File: src/rtl/gcn_ctrl_pkg.sv
`default_nettype none
// ============================================================================
// Module      : gcn_ctrl_pkg
// Description : Shared types, default dimensions and index-width helper for
//               the GCN feature-transform sequencer.
// Revision    : 1.0 - initial release
// ============================================================================
package gcn_ctrl_pkg;

  // Sequencer states: wait for start, issue reads, flush the pipe, report.
  typedef enum logic [1:0] {
    IDLE  = 2'd0,
    RUN   = 2'd1,
    DRAIN = 2'd2,
    DONE  = 2'd3
  } ctrl_state_e;

  // Default problem size: 6 nodes, 96-long features, 3 output features.
  localparam int DEF_FEATURE_ROWS = 6;
  localparam int DEF_FEATURE_COLS = 96;
  localparam int DEF_WEIGHT_COLS  = 3;

  // Cycles spent flushing the MAC stage and the output stage.
  localparam int DRAIN_CYCLES = 2;

  // Index width for a dimension of n entries; a 1-entry dimension still gets
  // a 1-bit index so no port or register collapses to zero width.
  function automatic int idx_w(input int n);
    return (n > 1) ? $clog2(n) : 1;
  endfunction

endpackage
`default_nettype wire

File: src/rtl/gcn_transform_ctrl_counter.sv
`default_nettype none
// ============================================================================
// Module      : gcn_index_counter
// Description : Modulo-MAX index counter with synchronous clear and a wrap
//               strobe, chained to build the nested row/elem/wcol loops.
// Revision    : 1.0 - initial release
// ============================================================================
module gcn_index_counter #(
  parameter int MAX = 4,
  parameter int W   = 2
) (
  input  logic         clk,
  input  logic         reset_n,
  input  logic         clear,
  input  logic         enable,
  output logic [W-1:0] count,
  output logic         wrap
);

  localparam logic [W-1:0] C_LAST = W'(MAX - 1);

  // Wrap fires on the advance that takes the count from MAX-1 back to 0,
  // which is exactly the enable of the next-outer loop counter.
  assign wrap = enable && (count == C_LAST);

  // Count advances on enable, returns to 0 on wrap or on an explicit clear.
  always_ff @(posedge clk or negedge reset_n) begin
    if (!reset_n) begin
      count <= '0;
    end else if (clear) begin
      count <= '0;
    end else if (enable) begin
      count <= wrap ? '0 : count + 1'b1;
    end
  end

endmodule
`default_nettype wire

File: src/rtl/gcn_transform_ctrl.sv
`default_nettype none
// ============================================================================
// Module      : gcn_transform_ctrl
// Description : Sequencer for FM(FEATURE_ROWS x FEATURE_COLS) x
//               W(FEATURE_COLS x WEIGHT_COLS). Issues one FM/W read per cycle
//               in wcol-outer / row-middle / elem-inner order, drives MAC
//               load/accumulate/last strobes one cycle later and an
//               output-buffer write one cycle after each dot product's last
//               element.
// Config      : GCN_CTRL_STALL_EN - adds the mem_ready input; reads are held
//               (indices frozen, bubble in the pipe) while mem_ready is low.
//               Undefined: no mem_ready port, fixed latency.
// Revision    : 1.0 - initial release
// ============================================================================
module gcn_transform_ctrl
  import gcn_ctrl_pkg::*;
#(
  parameter int FEATURE_ROWS = DEF_FEATURE_ROWS,
  parameter int FEATURE_COLS = DEF_FEATURE_COLS,
  parameter int WEIGHT_COLS  = DEF_WEIGHT_COLS,
  parameter int ROW_W        = idx_w(FEATURE_ROWS),
  parameter int ELEM_W       = idx_w(FEATURE_COLS),
  parameter int WCOL_W       = idx_w(WEIGHT_COLS)
) (
  input  logic              clk,
  input  logic              reset_n,
  input  logic              start,
`ifdef GCN_CTRL_STALL_EN
  input  logic              mem_ready,
`endif
  output logic              busy,
  output logic              done,
  output logic              read_en,
  output logic [ROW_W-1:0]  row_idx,
  output logic [ELEM_W-1:0] elem_idx,
  output logic [WCOL_W-1:0] wcol_idx,
  output logic              mac_valid,
  output logic              mac_clear,
  output logic              mac_last,
  output logic              out_wr_en,
  output logic [ROW_W-1:0]  out_row,
  output logic [WCOL_W-1:0] out_col
);

  localparam logic [ELEM_W-1:0] C_ELEM_LAST  = ELEM_W'(FEATURE_COLS - 1);
  localparam logic [0:0]        C_DRAIN_LAST = 1'(DRAIN_CYCLES - 1);

  ctrl_state_e       state;
  logic [0:0]        drain_cnt;
  logic              read_ok;
  logic              run_start;
  logic              elem_wrap;
  logic              row_wrap;
  logic              wcol_wrap;
  logic [ROW_W-1:0]  mac_row;
  logic [WCOL_W-1:0] mac_col;

`ifdef GCN_CTRL_STALL_EN
  assign read_ok = mem_ready;
`else
  assign read_ok = 1'b1;
`endif

  // A read is issued every RUN cycle the memories can take it; a stalled
  // cycle simply issues nothing, so the counters hold and the pipe bubbles.
  assign read_en   = (state == RUN) && read_ok;
  assign run_start = (state == IDLE) && start;

  // Loop nest: elem innermost, row middle, wcol outermost (weight column
  // stays resident while every row sweeps through it).
  gcn_index_counter #(.MAX(FEATURE_COLS), .W(ELEM_W)) u_elem_cnt (
    .clk     (clk),
    .reset_n (reset_n),
    .clear   (run_start),
    .enable  (read_en),
    .count   (elem_idx),
    .wrap    (elem_wrap)
  );

  gcn_index_counter #(.MAX(FEATURE_ROWS), .W(ROW_W)) u_row_cnt (
    .clk     (clk),
    .reset_n (reset_n),
    .clear   (run_start),
    .enable  (elem_wrap),
    .count   (row_idx),
    .wrap    (row_wrap)
  );

  gcn_index_counter #(.MAX(WEIGHT_COLS), .W(WCOL_W)) u_wcol_cnt (
    .clk     (clk),
    .reset_n (reset_n),
    .clear   (run_start),
    .enable  (row_wrap),
    .count   (wcol_idx),
    .wrap    (wcol_wrap)
  );

  // Control FSM: the final wrap of the outermost counter marks the last read;
  // DRAIN then lets the MAC and output stages empty before done pulses.
  always_ff @(posedge clk or negedge reset_n) begin
    if (!reset_n) begin
      state     <= IDLE;
      drain_cnt <= '0;
      busy      <= 1'b0;
      done      <= 1'b0;
    end else begin
      done <= 1'b0;
      case (state)
        IDLE: begin
          if (start) begin
            state <= RUN;
            busy  <= 1'b1;
          end
        end
        RUN: begin
          if (wcol_wrap) begin
            state     <= DRAIN;
            drain_cnt <= '0;
          end
        end
        DRAIN: begin
          if (drain_cnt == C_DRAIN_LAST) begin
            state <= DONE;
            done  <= 1'b1;
          end else begin
            drain_cnt <= drain_cnt + 1'b1;
          end
        end
        DONE: begin
          state <= IDLE;
          busy  <= 1'b0;
        end
        default: begin
          state <= IDLE;
          busy  <= 1'b0;
        end
      endcase
    end
  end

  // MAC stage: read data lands one cycle after the read; the first element
  // loads the accumulator and the last one closes the dot product.
  always_ff @(posedge clk or negedge reset_n) begin
    if (!reset_n) begin
      mac_valid <= 1'b0;
      mac_clear <= 1'b0;
      mac_last  <= 1'b0;
      mac_row   <= '0;
      mac_col   <= '0;
    end else begin
      mac_valid <= read_en;
      mac_clear <= read_en && (elem_idx == '0);
      mac_last  <= read_en && (elem_idx == C_ELEM_LAST);
      if (read_en) begin
        mac_row <= row_idx;
        mac_col <= wcol_idx;
      end
    end
  end

  // Output stage: the finished sum is written one cycle after its last MAC.
  always_ff @(posedge clk or negedge reset_n) begin
    if (!reset_n) begin
      out_wr_en <= 1'b0;
      out_row   <= '0;
      out_col   <= '0;
    end else begin
      out_wr_en <= mac_valid && mac_last;
      if (mac_valid && mac_last) begin
        out_row <= mac_row;
        out_col <= mac_col;
      end
    end
  end

endmodule
`default_nettype wire
File: config.mk
export PLATFORM = sky130hd
export DESIGN_NAME = gcn_transform_ctrl
export DESIGN_NICKNAME = d
export VERILOG_FILES = /design/src/rtl/gcn_ctrl_pkg.sv /design/src/rtl/gcn_transform_ctrl_counter.sv /design/src/rtl/gcn_transform_ctrl.sv
export SDC_FILE = /design/constraint.sdc
export NUM_CORES = 1
export LEC_CHECK = 0
export ABC_AREA = 1
export CORE_MARGIN = 5
export CORE_UTILIZATION = 55
export CTS_BUF_LIST = sky130_fd_sc_hd__clkbuf_4 sky130_fd_sc_hd__clkbuf_8 sky130_fd_sc_hd__clkbuf_16
export DETAILED_ROUTE_END_ITERATION = 10
export PLACE_DENSITY_LB_ADDON = 0.1
export SYNTH_ARGS = -nofsm -noshare
export SYNTH_HDL_FRONTEND = slang
export SYNTH_SLANG_ARGS = --single-unit
File: constraint.sdc
create_clock -name clk -period 3.5 [get_ports clk]
set_input_delay 0.35 -clock clk [delete_from_list [all_inputs] [get_ports clk]]
set_output_delay 0.35 -clock clk [all_outputs]
set_load 0.01 [all_outputs]
==> results of run 1 <==
==> cells by family (layout without fill, tap and decap cells) <==
logic type	Yosys count	count (layout)	share of synthesized area, %
adders and majority gates	8	8	6.585
and+or+nand+nor	72	72	24.44
buffers and inverters	32	64	8.478
AOI/OAI and AO/OA	22	22	8.313
DFF	31	31	51.03
xor gates and xnor gates	2	2	1.152
==> report_power, final <==
part	leakage [nW]	internal, mW	switching [mW]	total [mW]
clock network	0.0482	0.169	0.121	0.290
logic	0.462	0.161	0.230	0.392
registers	0.417	0.408	0.0376	0.445
==> worst register-to-register path: stages, from the launching register on <==
cell     delay [ns]
dfrtp_1        0.43
inv_1          0.09
ha_1           0.54
inv_1          0.16
nand2_4        0.13
inv_1          0.06
nor2_1         0.19
nand3_1        0.12
nand2_1        0.08
a21oi_1        0.04
==> final timing paths <==
check	startpoint	end	depth (start not counted)
min in group clk	out_row[2]	out_row[2]	2
worst max register to register	state[1]	u_elem_cnt.count[4]	9
worst max-delay path	state[1]	read_en	3
max in group asynchronous	reset_n	mac_row[0]	2
worst min register to register	out_row[2]	out_row[2]	2
worst min-delay path	reset_n	u_elem_cnt.count[1]	2
==> flip-flops by register name (all words and copies together), names as in the netlist <==
name and flops:
mac_last 1, mac_clear 1, u_elem_cnt.count 7, done 1, drain_cnt 1, u_wcol_cnt.count 2
mac_col 2, u_row_cnt.count 3, out_wr_en 1, state 2, mac_row 3, mac_valid 1
busy 1, out_col 2, out_row 3
==> metal layers <==
metal / wire length [um] / track usage [%]
met1: 1210 / 18.27
met3: 144 / 5.396
met5: 0 / 0
met2: 1368 / 25.91
met4: 55 / 6.366
==> through the flow <==
step                utilization [%]  instances
finish                        70.04        230
global route                  70.04        230
CTS                           70.04        230
detailed placement            66.85        222
global placement              66.85        222
floorplan                         -        167
==> layout make-up <==
class	instances	area (um2)
tap	31	38.79
clock inverter	2	35.03
inverter	29	113.9
multi-input combinational	104	615.6
clock buffer	6	51.30
timing repair buffer	27	267.8
sequential	31	775.7
fill	213	812.0
==> cells in the final DEF, fill, tap and decap left out <==
master,instances
nand2_4,4
nor3_1,2
o21ai_0,15
clkbuf_8,1
o22ai_1,1
nor2_2,2
o22ai_2,1
nand3_1,9
inv_2,3
nand4_1,4
nand2_2,4
nand4_2,1
nand3_2,1
a21oi_2,1
nand2_1,37
a21oi_1,3
o21ai_2,1
inv_1,25
clkinv_2,1
bufinv_16,1
dfrtp_1,31
clkinv_4,1
ha_1,8
nor2_4,2
nor4_1,1
clkdlybuf4s50_1,26
nor2_1,5
buf_4,1
xor2_1,2
clkbuf_4,5
==> results.json, run 1 <==
{
  "remaining_drc_errors": 0,
  "post-route-min-period_ns": 2.398,
  "p_leak_nw": 0.9266,
  "detailed_place_hpwl_mm": 2.041,
  "cp_max_fo": 19,
  "ys_top_cells_by_count": "37 x nand2_1, 31 x dfrtp_1, 25 x inv_1",
  "fp.dieArea_um2": 3916,
  "synth-edff-count": 0,
  "status": "finished clean",
  "synth-seq-area-share_pct": 51.03,
  "ys_ff_latch": 31,
  "powerDensity_nw_per_um2": 593.6,
  "endpoint_kind": "output port",
  "clockRootBuffer": "clkbuf_4",
  "critical_path.cell_chain": "inv_1 -> ha_1 -> clkdlybuf4s50_1",
  "grt_pass1_wl_mm": 4.954,
  "route.antenna.remaining_nets": 0,
  "overflow": 0,
  "crit_slowest_cell": "clkdlybuf4s50_1",
  "worst_ep_required_time_ns": 3.15,
  "hold_ws_ns": 0.3925,
  "port_buffers": 26,
  "p_total_mw": 1.127,
  "nets": 209,
  "die_w_um": 62.58,
  "die_h_um": 62.58,
  "post-synth-top-area-cell": "dfrtp_1",
  "worst_path_largest_cell_delay_ns": 0.65,
  "gp_congestion": 0.8003,
  "clock_latency_ns": 0.33,
  "synthFlopType": "dfrtp_1",
  "tightest_slew_ns": 0.6035,
  "core_area_um2": 2710,
  "cts_resized": 0,
  "synthesis.area_um2": 1520,
  "n_antenna_cell": 0,
  "synthArstFlopShare_pct": 100.0,
  "rsz0062_at_grt": "no",
  "io_pins": 27,
  "start_util_pct": 56.09,
  "cts_tree": "built",
  "fin_setup_tns_ns": 0,
  "clk_pin_slew_ns": 0.10,
  "synth_warnings": 0,
  "fin_worst_skew_ns": 0.01075,
  "clock_sinks": 31,
  "crit_buf_inv": 2,
  "synth_cell_types": 26,
  "wire_per_inst_um": 12.08,
  "drive_above_1_share_pct": 15.08,
  "hp-class": "in -> async",
  "hold_buffers": 0,
  "dpl_worst_slack_ns": 1.445,
  "finalInstanceArea_um2": 1898,
  "synth_top_area_share_pct": 51.03,
  "synth_most_common_cell": "nand2_1",
  "max_freq_ghz": 0.4170,
  "avgSynthCellArea_um2": 9.103,
  "max-slew-margin-rel_pct": 59.77,
  "post_dp_cell_area_um2": 1812,
  "syn_to_final_growth_pct": 24.86,
  "routed_via_density": 4.978,
  "ir_drop_uv": 528.5,
  "num_rows": 19,
  "report.final.slew_viol_count": 0,
  "worst_slack_ns": 1.102,
  "synth_nets": 178,
  "htree_levels": 2,
  "grt_usage_pct": 15.59,
  "critPathLaunchType": "flop",
  "post-cts-setup-buffers": 0,
  "r2r_setup_slack_ns": 1.53,
  "yosys-top-cells-area": "dfrtp_1 51%, nand2_1 9.1%, ha_1 6.6%, inv_1 6.2%, o21ai_0 4.9%",
  "crit_arrival_ns": 2.05,
  "setup_violations": 0,
  "grt_pass1_vias": 1159,
  "cpLargestDelayFamily": "buffers and inverters",
  "drt_iter0_drc": 43,
  "cts_buffers": 5,
  "fin_crit_sh_pct": 68.52,
  "hold_viol": 0,
  "vias": 1145,
  "wirelength_mm": 2.779,
  "clk_path_buf_depth": 2,
  "path_class": "reg -> out",
  "drt-pass1-iter-count": 4,
  "synthCells": 167,
  "grt_max_degree": 32,
  "cap_violations": 0,
  "antenna_found_initial": 0
}
Power figures use the tool's default switching activity.
==> inputs of run 2 (changes only) <==
Settings changed: CORE_UTILIZATION 55 to 46.
Clock period 3.5 ns to 1.9 ns, I/O delays scaled along.
==> results.json, run 2 (same netlist as run 1, synthesis figures left out) <==
{
  "status": "finished clean",
  "routed_via_density": 4.898,
  "fp.dieArea_um2": 4554,
  "combPwrFrac_pct": 35.9,
  "syn_to_final_growth_pct": 27.41,
  "grt_max_degree": 32,
  "grt_pass1_wl_mm": 5.368,
  "wirelength_mm": 3.034,
  "clock_sinks": 31,
  "final_common_cell": "nand2_1",
  "p_leak_nw": 0.9457,
  "largest_register_ffs": 7,
  "n_antenna_cell": 0,
  "clk_pin_slew_ns": 0.10,
  "pwr-share-seq_pct": 38.8,
  "start_util_pct": 48.99,
  "clock_latency_ns": 0.33,
  "max_freq_ghz": 0.6163,
  "clockRootBuffer": "clkbuf_4",
  "ir_drop_uv": 742.9,
  "fin_crit_sh_pct": 85.40,
  "path_class": "reg -> reg",
  "drive_above_1_share_pct": 16.00,
  "vias": 1195,
  "use_met1_pct": 18.39,
  "io_pins": 27,
  "p_clk_share_pct": 25.3,
  "detailed_place_hpwl_mm": 2.208,
  "clk_path_buf_depth": 2,
  "cp_max_fo": 10,
  "wire_per_inst_um": 12.43,
  "core_area_um2": 3103,
  "remaining_drc_errors": 0,
  "max_flop_register": "u_elem_cnt.count",
  "nets": 210,
  "fin_worst_skew_ns": 0.008948,
  "worst_ep_required_time_ns": 2.12,
  "grt_busiest_layer": "met2",
  "hp-class": "in -> async",
  "gp_congestion": 0.8546,
  "hold_viol": 0,
  "drt_iter0_drc": 76,
  "power_switching_uw": 748.7,
  "antenna_found_initial": 0,
  "overflow": 0,
  "num_rows": 20,
  "sw_frac_of_total_pct": 35.15,
  "post-route-min-period_ns": 1.623,
  "powerDensity_nw_per_um2": 1100,
  "p_total_mw": 2.130,
  "setup_violations": 0,
  "tightest_slew_ns": 0.3863,
  "met2_usage_pct": 28.31,
  "cap_violations": 0,
  "max-slew-margin-rel_pct": 74.24,
  "htree_levels": 2,
  "critPathLaunchType": "flop",
  "grt_pass1_vias": 1190,
  "die_w_um": 67.49,
  "grt_usage_pct": 16.27,
  "cts_buffers": 5,
  "internal_power_mw": 1.381,
  "rsz0062_at_grt": "no",
  "route.antenna.remaining_nets": 0,
  "fin_setup_tns_ns": 0,
  "gr-usage-met3_pct": 6.822,
  "endpoint_kind": "flop",
  "die_h_um": 67.49,
  "hold_ws_ns": 0.2395,
  "report.final.slew_viol_count": 0,
  "hold_buffers": 0,
  "cts_tree": "built",
  "drt-pass1-iter-count": 5,
  "crit_arrival_ns": 1.84,
  "post-cts-setup-buffers": 0,
  "layout_common_cells": "37 x nand2_1, 31 x dfrtp_1, 25 x inv_1, 25 x clkdlybuf4s50_1, 15 x o21ai_0",
  "port_buffers": 26
}
## run 2: changes by cell type in the layout (fill, tap and decap cells not counted), sizes merged
cell	previous run	this run
buf	1	2
dlymetal6s2s	0	1
clkdlybuf4s50	26	25
## run 2: worst paths after layout
kind / startpoint / end / slack, ns / depth (start not counted)
worst min register to register: out_col[1] / out_col[1] / 0.49 / 2
worst max register to register: state[1] / u_elem_cnt.count[4] / 0.28 / 9
min in group clk: out_col[1] / out_col[1] / 0.49 / 2
worst min-delay path: reset_n / u_wcol_cnt.count[0] / 0.24 / 2
worst max-delay path: state[1] / u_elem_cnt.count[4] / 0.28 / 9
max in group asynchronous: reset_n / u_elem_cnt.count[6] / 1.38 / 2
## run 2: through the flow
step | worst slack [ns] | cells | util, % | area, um2
6_report | 0.2774 | 244 | 62.42 | 1937
5_1_grt | 0.07776 | 244 | 62.42 | 1937
3_5_place_dp | 0.2376 | 236 | 59.15 | 1836
4_1_cts | 0.04957 | 244 | 62.34 | 1934
3_3_place_gp | 0.2925 | 236 | 59.15 | 1836
2_1_floorplan | 0.4108 | 167 | - | 1520
## run 2: worst max-delay path, stage by stage (launching register included)
cell and delay [ns]:
dfrtp_1 0.43, inv_1 0.14, ha_1 0.24, nand2_4 0.13
nand2_4 0.11, inv_1 0.05, nor2_1 0.20, nand3_1 0.10
nand2_1 0.07, a21oi_1 0.03
## run 2: area by class of cell
class,count,area (um2)
flip-flops and latches,31,775.7
well taps,44,55.05
inverters,29,113.9
clock inverters,2,35.03
multi-input cells,104,628.1
repair buffers,28,277.8
clock buffers,6,51.30
fillers,274,1166
## run 2: metal layers
metal	vias up	routed length, um
met5	-	0
met4	0	40
met3	7	173
met2	28	1554
met1	565	1266
li1	595	-
## run 2: power by group through the flow
stage	combinational [mW]	clock [mW]	sequential [mW]
floorplan	0.436	0	0.858
global placement	0.719	0	0.828
detailed placement	0.742	0	0.833
CTS	0.773	0.550	0.826
global route	0.866	0.592	0.839
finish	0.764	0.539	0.828
## run 2: what timing repair did
item                       in CTS  in global routing
resized for setup               2                  1
gates cloned                    0                  0
setup endpoints to repair       1                  1
